==> src/rtl/prog_counter_if.sv <==
// Control and status bundle for prog_counter: the slave side receives the control inputs
// and drives the counter status outputs.
interface prog_counter_if #(
  parameter int unsigned BW     = 8,
  parameter int unsigned PRE_BW = 4
);
  logic              clr_i;
  logic              en_i;
  logic              up_i;
  logic              sat_i;
  logic              load_i;
  logic [BW-1:0]     load_val_i;
  logic [BW-1:0]     max_val_i;
  logic [PRE_BW-1:0] prescale_i;
  logic [BW-1:0]     counter_val_o;
  logic              tc_o;
  logic              ovf_o;

  modport master (
    output clr_i, en_i, up_i, sat_i, load_i, load_val_i, max_val_i, prescale_i,
    input  counter_val_o, tc_o, ovf_o
  );

  modport slave (
    input  clr_i, en_i, up_i, sat_i, load_i, load_val_i, max_val_i, prescale_i,
    output counter_val_o, tc_o, ovf_o
  );
endinterface

==> src/rtl/prog_counter.sv <==
// Up/down counter with programmable terminal value, prescaler, load/clear, wrap or
// saturate mode, a one-cycle terminal-count pulse and a sticky overflow flag.
module prog_counter #(
  parameter int unsigned BW     = 8,
  parameter int unsigned PRE_BW = 4
) (
  input  logic          clk_i,
  input  logic          rst_ni,
  prog_counter_if.slave bus
);

  localparam logic [BW-1:0]     CntOne = BW'(1);
  localparam logic [PRE_BW-1:0] PreOne = PRE_BW'(1);

  logic [BW-1:0]     cnt_q, cnt_d;
  logic [PRE_BW-1:0] pre_q, pre_d;
  logic              tc_q, tc_d;
  logic              ovf_q, ovf_d;
  logic              tick;

  assign tick = bus.en_i && (pre_q == bus.prescale_i);

  always_comb begin
    cnt_d = cnt_q;
    pre_d = pre_q;
    tc_d  = 1'b0;
    ovf_d = ovf_q;
    if (bus.clr_i) begin
      cnt_d = '0;
      pre_d = '0;
      ovf_d = 1'b0;
    end else if (bus.load_i) begin
      cnt_d = bus.load_val_i;
      pre_d = '0;
    end else begin
      // A prescale value lowered below pre_q lets pre_q roll over until it matches.
      if (tick) begin
        pre_d = '0;
      end else if (bus.en_i) begin
        pre_d = pre_q + PreOne;
      end
      if (tick) begin
        if (bus.up_i) begin
          if (cnt_q < bus.max_val_i) begin
            cnt_d = cnt_q + CntOne;
          end else if (bus.sat_i) begin
            cnt_d = bus.max_val_i;
            tc_d  = 1'b1;
          end else begin
            cnt_d = '0;
            tc_d  = 1'b1;
            ovf_d = 1'b1;
          end
        end else begin
          if (cnt_q != '0) begin
            cnt_d = cnt_q - CntOne;
          end else if (bus.sat_i) begin
            tc_d = 1'b1;
          end else begin
            cnt_d = bus.max_val_i;
            tc_d  = 1'b1;
            ovf_d = 1'b1;
          end
        end
      end
    end
  end

  always_ff @(posedge clk_i or negedge rst_ni) begin
    if (!rst_ni) begin
      cnt_q <= '0;
      pre_q <= '0;
      tc_q  <= 1'b0;
      ovf_q <= 1'b0;
    end else begin
      cnt_q <= cnt_d;
      pre_q <= pre_d;
      tc_q  <= tc_d;
      ovf_q <= ovf_d;
    end
  end

  assign bus.counter_val_o = cnt_q;
  assign bus.tc_o          = tc_q;
  assign bus.ovf_o         = ovf_q;

endmodule

==> src/flat_wrapper.sv <==
// flat-port wrapper written by rule: the top's interface ports become plain ports
module prog_counter_flat 
#(
  parameter int unsigned BW     = 8,
  parameter int unsigned PRE_BW = 4
)
  (clk_i, rst_ni, bus_clr_i, bus_en_i, bus_up_i, bus_sat_i, bus_load_i, bus_load_val_i, bus_max_val_i, bus_prescale_i, bus_counter_val_o, bus_tc_o, bus_ovf_o);
  prog_counter_if #(.BW(BW), .PRE_BW(PRE_BW)) bus_i ();
  input  logic clk_i;
  input  logic rst_ni;
  input wire logic [$bits(bus_i.clr_i)-1:0] bus_clr_i;
  input wire logic [$bits(bus_i.en_i)-1:0] bus_en_i;
  input wire logic [$bits(bus_i.up_i)-1:0] bus_up_i;
  input wire logic [$bits(bus_i.sat_i)-1:0] bus_sat_i;
  input wire logic [$bits(bus_i.load_i)-1:0] bus_load_i;
  input wire logic [$bits(bus_i.load_val_i)-1:0] bus_load_val_i;
  input wire logic [$bits(bus_i.max_val_i)-1:0] bus_max_val_i;
  input wire logic [$bits(bus_i.prescale_i)-1:0] bus_prescale_i;
  output wire logic [$bits(bus_i.counter_val_o)-1:0] bus_counter_val_o;
  output wire logic [$bits(bus_i.tc_o)-1:0] bus_tc_o;
  output wire logic [$bits(bus_i.ovf_o)-1:0] bus_ovf_o;
  assign bus_i.clr_i = bus_clr_i;
  assign bus_i.en_i = bus_en_i;
  assign bus_i.up_i = bus_up_i;
  assign bus_i.sat_i = bus_sat_i;
  assign bus_i.load_i = bus_load_i;
  assign bus_i.load_val_i = bus_load_val_i;
  assign bus_i.max_val_i = bus_max_val_i;
  assign bus_i.prescale_i = bus_prescale_i;
  assign bus_counter_val_o = bus_i.counter_val_o;
  assign bus_tc_o = bus_i.tc_o;
  assign bus_ovf_o = bus_i.ovf_o;
  prog_counter #(.BW(BW), .PRE_BW(PRE_BW)) u_core (.clk_i(clk_i), .rst_ni(rst_ni), .bus(bus_i));
endmodule
==> config.mk <==
export PLATFORM = sky130hd
export DESIGN_NAME = prog_counter_flat
export DESIGN_NICKNAME = d
export VERILOG_FILES = /design/src/rtl/prog_counter_if.sv /design/src/rtl/prog_counter.sv /design/src/flat_wrapper.sv
export SDC_FILE = /design/constraint.sdc
export NUM_CORES = 1
export LEC_CHECK = 0
export ABC_CLOCK_PERIOD_IN_PS = 4700
export CORE_UTILIZATION = 35
export CTS_CLUSTER_DIAMETER = 50
export DETAILED_ROUTE_END_ITERATION = 8
export DONT_BUFFER_PORTS = 1
export PLACE_DENSITY_LB_ADDON = 0.05
export SLEW_MARGIN = 0
export SYNTH_ARGS = -nofsm -noshare
export SYNTH_HDL_FRONTEND = slang
export SYNTH_SLANG_ARGS = --single-unit
==> constraint.sdc <==
create_clock -name clk_i -period 4.7 [get_ports clk_i]
set_clock_uncertainty 0.1 [all_clocks]
set_input_delay 0.94 -clock clk_i [delete_from_list [all_inputs] [get_ports clk_i]]
set_output_delay 0.94 -clock clk_i [all_outputs]
set_load 0.005 [all_outputs]
After elaboration in Yosys (flattened, before gate mapping)
Cells that the tools add are included.

word-level totals
  output and inout port bits = 10
  latch bits = 0
  ROM bits = 0
  logic and storage cells = 45
  memories = 0
  register bits after elaboration = 14
  RAM bits = 0

operators by class
  multiply operators = 0
  muxes and demuxes = 25
  bitwise logic cells = 0
  $lt $le $gt $ge = 1
  add/subtract/negate cells = 3
  equality and inequality tests = 5
  shifts and indexed selects = 0
  reduce and logical (&&, ||, !) cells = 7
  div/mod/pow operators = 0

operator list
  kind                                                                      count
  8-bit 2-to-1 mux                                                          8
  4-bit 2-to-1 mux                                                          4
  1-bit 2-to-1 mux                                                          13
  8-bit by 1-bit adder with 8-bit output (second input constant)            1
  8-bit less-than comparator                                                1
  8-bit nonzero test                                                        1
  8-bit by 1-bit subtractor with 8-bit output (second input constant)       1
  3-bit inequality test (second input constant)                             2
  5-bit by 3-bit inequality test with 1-bit output (second input constant)  1
  4-bit by 1-bit adder with 4-bit output (second input constant)            1
  4-bit equality test                                                       1
  4-bit AND reduction                                                       1
  4-bit nonzero test                                                        1
  3-bit nonzero test                                                        1
  2-bit inequality test (second input constant)                             1
  2-bit AND reduction                                                       1
  2-bit nonzero test                                                        1
  1-bit logical AND                                                         1

Longest topological paths before layout
  depth in word-level cells = 6
  mapped depth = 10
  gate-level depth less buffers = 8

Worst setup path after synthesis
OpenSTA, ideal clock, no wires.

  path type = input port to flip-flop
  start = input port bus_max_val_i[6]
  end = register u_core.cnt_q[0], in the netlist u_core.bus.counter_val_o[0]
  arrival time = 2.469 ns
  library setup time = 0.121 ns
  path slack = 2.010 ns
  data required time = 4.479 ns
  stages = 8
  cells stage by stage = inv_1 ha_1 a21o_1 a211oi_1 o21a_2 o21ai_0 a221o_1 a22o_1

between the ends
  word-level cells in the longest chain between the ends = 6

RTL lines
  what                        line                text
  start: declaration          flat_wrapper.sv:17  input wire logic [$bits(bus_i.max_val_i)-1:0] bus_max_val_i;
  8-bit less-than comparator  prog_counter.sv:44  if (cnt_q < bus.max_val_i) begin
  8-bit 2-to-1 mux            prog_counter.sv:44
  8-bit 2-to-1 mux            prog_counter.sv:43  if (bus.up_i) begin
  8-bit 2-to-1 mux            prog_counter.sv:42  if (tick) begin
  8-bit 2-to-1 mux            prog_counter.sv:32  end else if (bus.load_i) begin
  8-bit 2-to-1 mux            prog_counter.sv:28  if (bus.clr_i) begin
  end signal: assignment      prog_counter.sv:76  cnt_q <= cnt_d;
  end: declaration            prog_counter.sv:15  logic [BW-1:0] cnt_q, cnt_d;

Every way passes these cells. The select of a mux whose other input is x is not followed.
A chain may end at the register's enable or synchronous reset.

Final worst setup path
  start = register u_core.cnt_q[0], in the netlist u_core.bus.counter_val_o[0]
  end = register u_core.cnt_q[1], in the netlist u_core.bus.counter_val_o[1]

between the ends
  word-level cells in the longest chain between the ends = 6
  elaborated cells on any way between the ends = 12
  those cells by class = 2 x add/sub; 1 x order compare; 1 x eq/ne; 6 x mux; 2 x reduce/logical

RTL lines
  what                                                                       line                                    text
  8-bit by 1-bit subtractor with 8-bit output, or another cell as far along  prog_counter.sv:56                      cnt_d = cnt_q - CntOne;
  8-bit 2-to-1 mux, on equally long branches                                 prog_counter.sv:55, prog_counter.sv:44
  8-bit 2-to-1 mux                                                           prog_counter.sv:43
  8-bit 2-to-1 mux                                                           prog_counter.sv:42
  8-bit 2-to-1 mux                                                           prog_counter.sv:32
  8-bit 2-to-1 mux                                                           prog_counter.sv:28

Several ways; a longest one is shown, not always the timed one. The select of a mux whose other input is x is not followed.

==> results.json <==
{
  "ff2ff_setup_slack_ns": 1.91,
  "cts_hold_buffers": 0,
  "dieArea_sq_um": 4660,
  "core_sq_um": 4120,
  "drt.antenna.violating_nets": 0,
  "p_switching_uw": 142,
  "synth_top_area_share": 0.228,
  "syn_to_final_growth_pct": 2.44,
  "h-tree-depth": 1,
  "post-route-period-util": 0.594,
  "hold-worst-slack_ns": 0.276,
  "async_reset_ff_frac": 1.00,
  "setup_viol": 0,
  "crit_path_end_kind": "flop",
  "cts_made_buffers": 3,
  "p_per_area_nw_per_um2": 253,
  "avgSynthCellArea_sq_um": 7.96,
  "cts_sinks": 14,
  "p_int_uw": 257,
  "setup_tns_ns": 0,
  "placed_area_sq_um": 1520,
  "first_global_vias": 1472,
  "crit_arrival_ns": 2.86,
  "grt_remaining_overflow": 0,
  "cts_buffer_depth": 2,
  "irDropWorstVdd_mv": 0.101,
  "routabilityCongestion": 0.923,
  "ys_types": 50,
  "yosysMostFrequentCell": "nand2_1",
  "drt-wirelength-per-cell_um": 19.4,
  "drive_gt1_frac": 0.0549,
  "grt_max_degree": 18,
  "final_nets": 221,
  "drtPass1Iterations": 4,
  "synth.largest_area_cell": "dfrtp_1",
  "syn-num-nets": 231,
  "cts_resized": 0,
  "drv_slew": 0,
  "swShare": 0.355,
  "power_frac_seq": 0.376,
  "worstSetupPathType": "flop to flop",
  "clock.fmax_mhz": 358,
  "finalHoldViolations": 0,
  "grt_pass1_wl_um": 7250,
  "die_height_um": 68.3,
  "synth_edf_count": 0,
  "drt_iter0_drc": 75,
  "critPathRequiredTime_ns": 4.77,
  "synth_common_cells": "17 x nand2_1, 16 x inv_1, 14 x dfrtp_1",
  "grt_use_total": 0.211,
  "hold_class": "input pin to async pin",
  "portBuffers": 0,
  "clk_latency_ns": 0.25,
  "combPwrFrac": 0.318,
  "antenna_found_initial": 0,
  "p_leak_uw": 0.000667,
  "max-slew-margin-rel": 0.314,
  "rsz0062_at_grt": "no",
  "yosys_warnings": 0,
  "synth_seq_cells": 14,
  "path_max_fanout": 12,
  "via_count": 1453,
  "start_util": 0.373,
  "layout_min_cycle_time_ns": 2.79,
  "power_frac_clock": 0.306,
  "clk_pin_slew_worst_paths_ns": 0.07,
  "cts-root-buf": "clkbuf_8",
  "synth_ff_type": "dfrtp_1",
  "status": "completed",
  "worstSetupStartpointType": "flop",
  "worst_pin_slew_ns": 1.03,
  "synthesis.area_sq_um": 1540,
  "die_x_um": 68.3,
  "routed_wl_um": 4500,
  "postCtsSetupBuffers": 0,
  "syn_inst": 193,
  "via_per_inst": 6.26,
  "cts_tree": "yes",
  "ios": 37,
  "post-route-drc-count": 0,
  "cap_viol_max_count": 0,
  "rows": 23,
  "num_antenna_cells": 0,
  "synthTopCellsByArea": "dfrtp_1 23%, ha_1 9.0%, xor2_1 4.6%",
  "yosysSeqAreaShare": 0.228,
  "place_hpwl_um": 3480,
  "fin_area_sq_um": 1570,
  "fillers": 447
}
## flip-flops by register name, indices dropped and copies added, names as in the netlist
| signal | flops |
|---|---|
| u_core.bus.ovf_o | 1 |
| u_core.bus.tc_o | 1 |
| u_core.pre_q | 4 |
| u_core.bus.counter_val_o | 8 |
## per-stage QoR
stage | total power (uW) | worst slack (ns) | utilization | cells
2_1_floorplan | 261 | 2.01 | - | 193
3_3_place_gp | 278 | 1.88 | 0.369 | 228
3_5_place_dp | 277 | 1.87 | 0.369 | 228
4_1_cts | 403 | 1.93 | 0.382 | 232
5_1_grt | 426 | 1.67 | 0.382 | 232
6_report | 399 | 1.91 | 0.382 | 232
## critical path: stages, from the launching register on
cell,delay [ns]
dfrtp_1,0.53
inv_1,0.15
ha_1,0.20
nand2b_1,0.15
nor3_1,0.16
nand3_1,0.14
a21oi_1,0.85
a221oi_1,0.23
a22oi_1,0.20
## logic make-up after synthesis
family / share of synthesized area
AO/OA/AOI/OAI: 0.274
XOR/XNOR: 0.0855
adder cells (fa/ha/maj): 0.0896
buffers and inverters: 0.0945
flip-flops: 0.228
multiplexers: 0.0261
AND/OR/NAND/NOR: 0.203
## routing by layer
layer,track usage,vias to the layer above,wire length (um)
li1,-,691,-
met2,0.380,66,2240
met3,0.0700,9,441
met1,0.237,687,1780
met5,0,-,0
met4,0.0521,0,39
## power groups by stage
stage	Clock [uW]	Sequential, uW	Combinational, uW
floorplan	0	136	125
detailed placement	0	152	125
global route	132	152	142
finish	122	150	127
CTS	128	149	126
global placement	0	152	127
## path summary, 6_finish.rpt
path,from,end,depth (start not counted)
min in group clk_i,u_core.pre_q[3]$_DFFE_PN0P_,u_core.pre_q[3]$_DFFE_PN0P_,2
worst max register to register,u_core.bus.counter_val_o[0]$_DFFE_PN0P_,u_core.bus.counter_val_o[1]$_DFFE_PN0P_,8
worst min-delay path,rst_ni,u_core.bus.counter_val_o[4]$_DFFE_PN0P_,0
worst min register to register,u_core.pre_q[3]$_DFFE_PN0P_,u_core.pre_q[3]$_DFFE_PN0P_,2
max in group asynchronous,rst_ni,u_core.bus.counter_val_o[5]$_DFFE_PN0P_,0
worst max-delay path,u_core.bus.counter_val_o[0]$_DFFE_PN0P_,u_core.bus.counter_val_o[1]$_DFFE_PN0P_,8
## cells in the final DEF (no fill, tap or decap), types with 7 or more instances in the layout
master	instances
nand2_1	17
inv_1	16
dfrtp_1	14
nor2_1	12
nand3_1	11
ha_1	11
a21oi_1	8
xor2_1	8
o21ai_1	7
xnor2_1	7
## final cells by class
cell class	instances	area [sq um]	area share
clock buffer	4	55.1	0.0350
inverter	17	65.1	0.0413
multi-input combinational	147	1040	0.661
sequential	14	350	0.223
tap	50	62.6	0.0397
(Power assumes the default switching activity.)
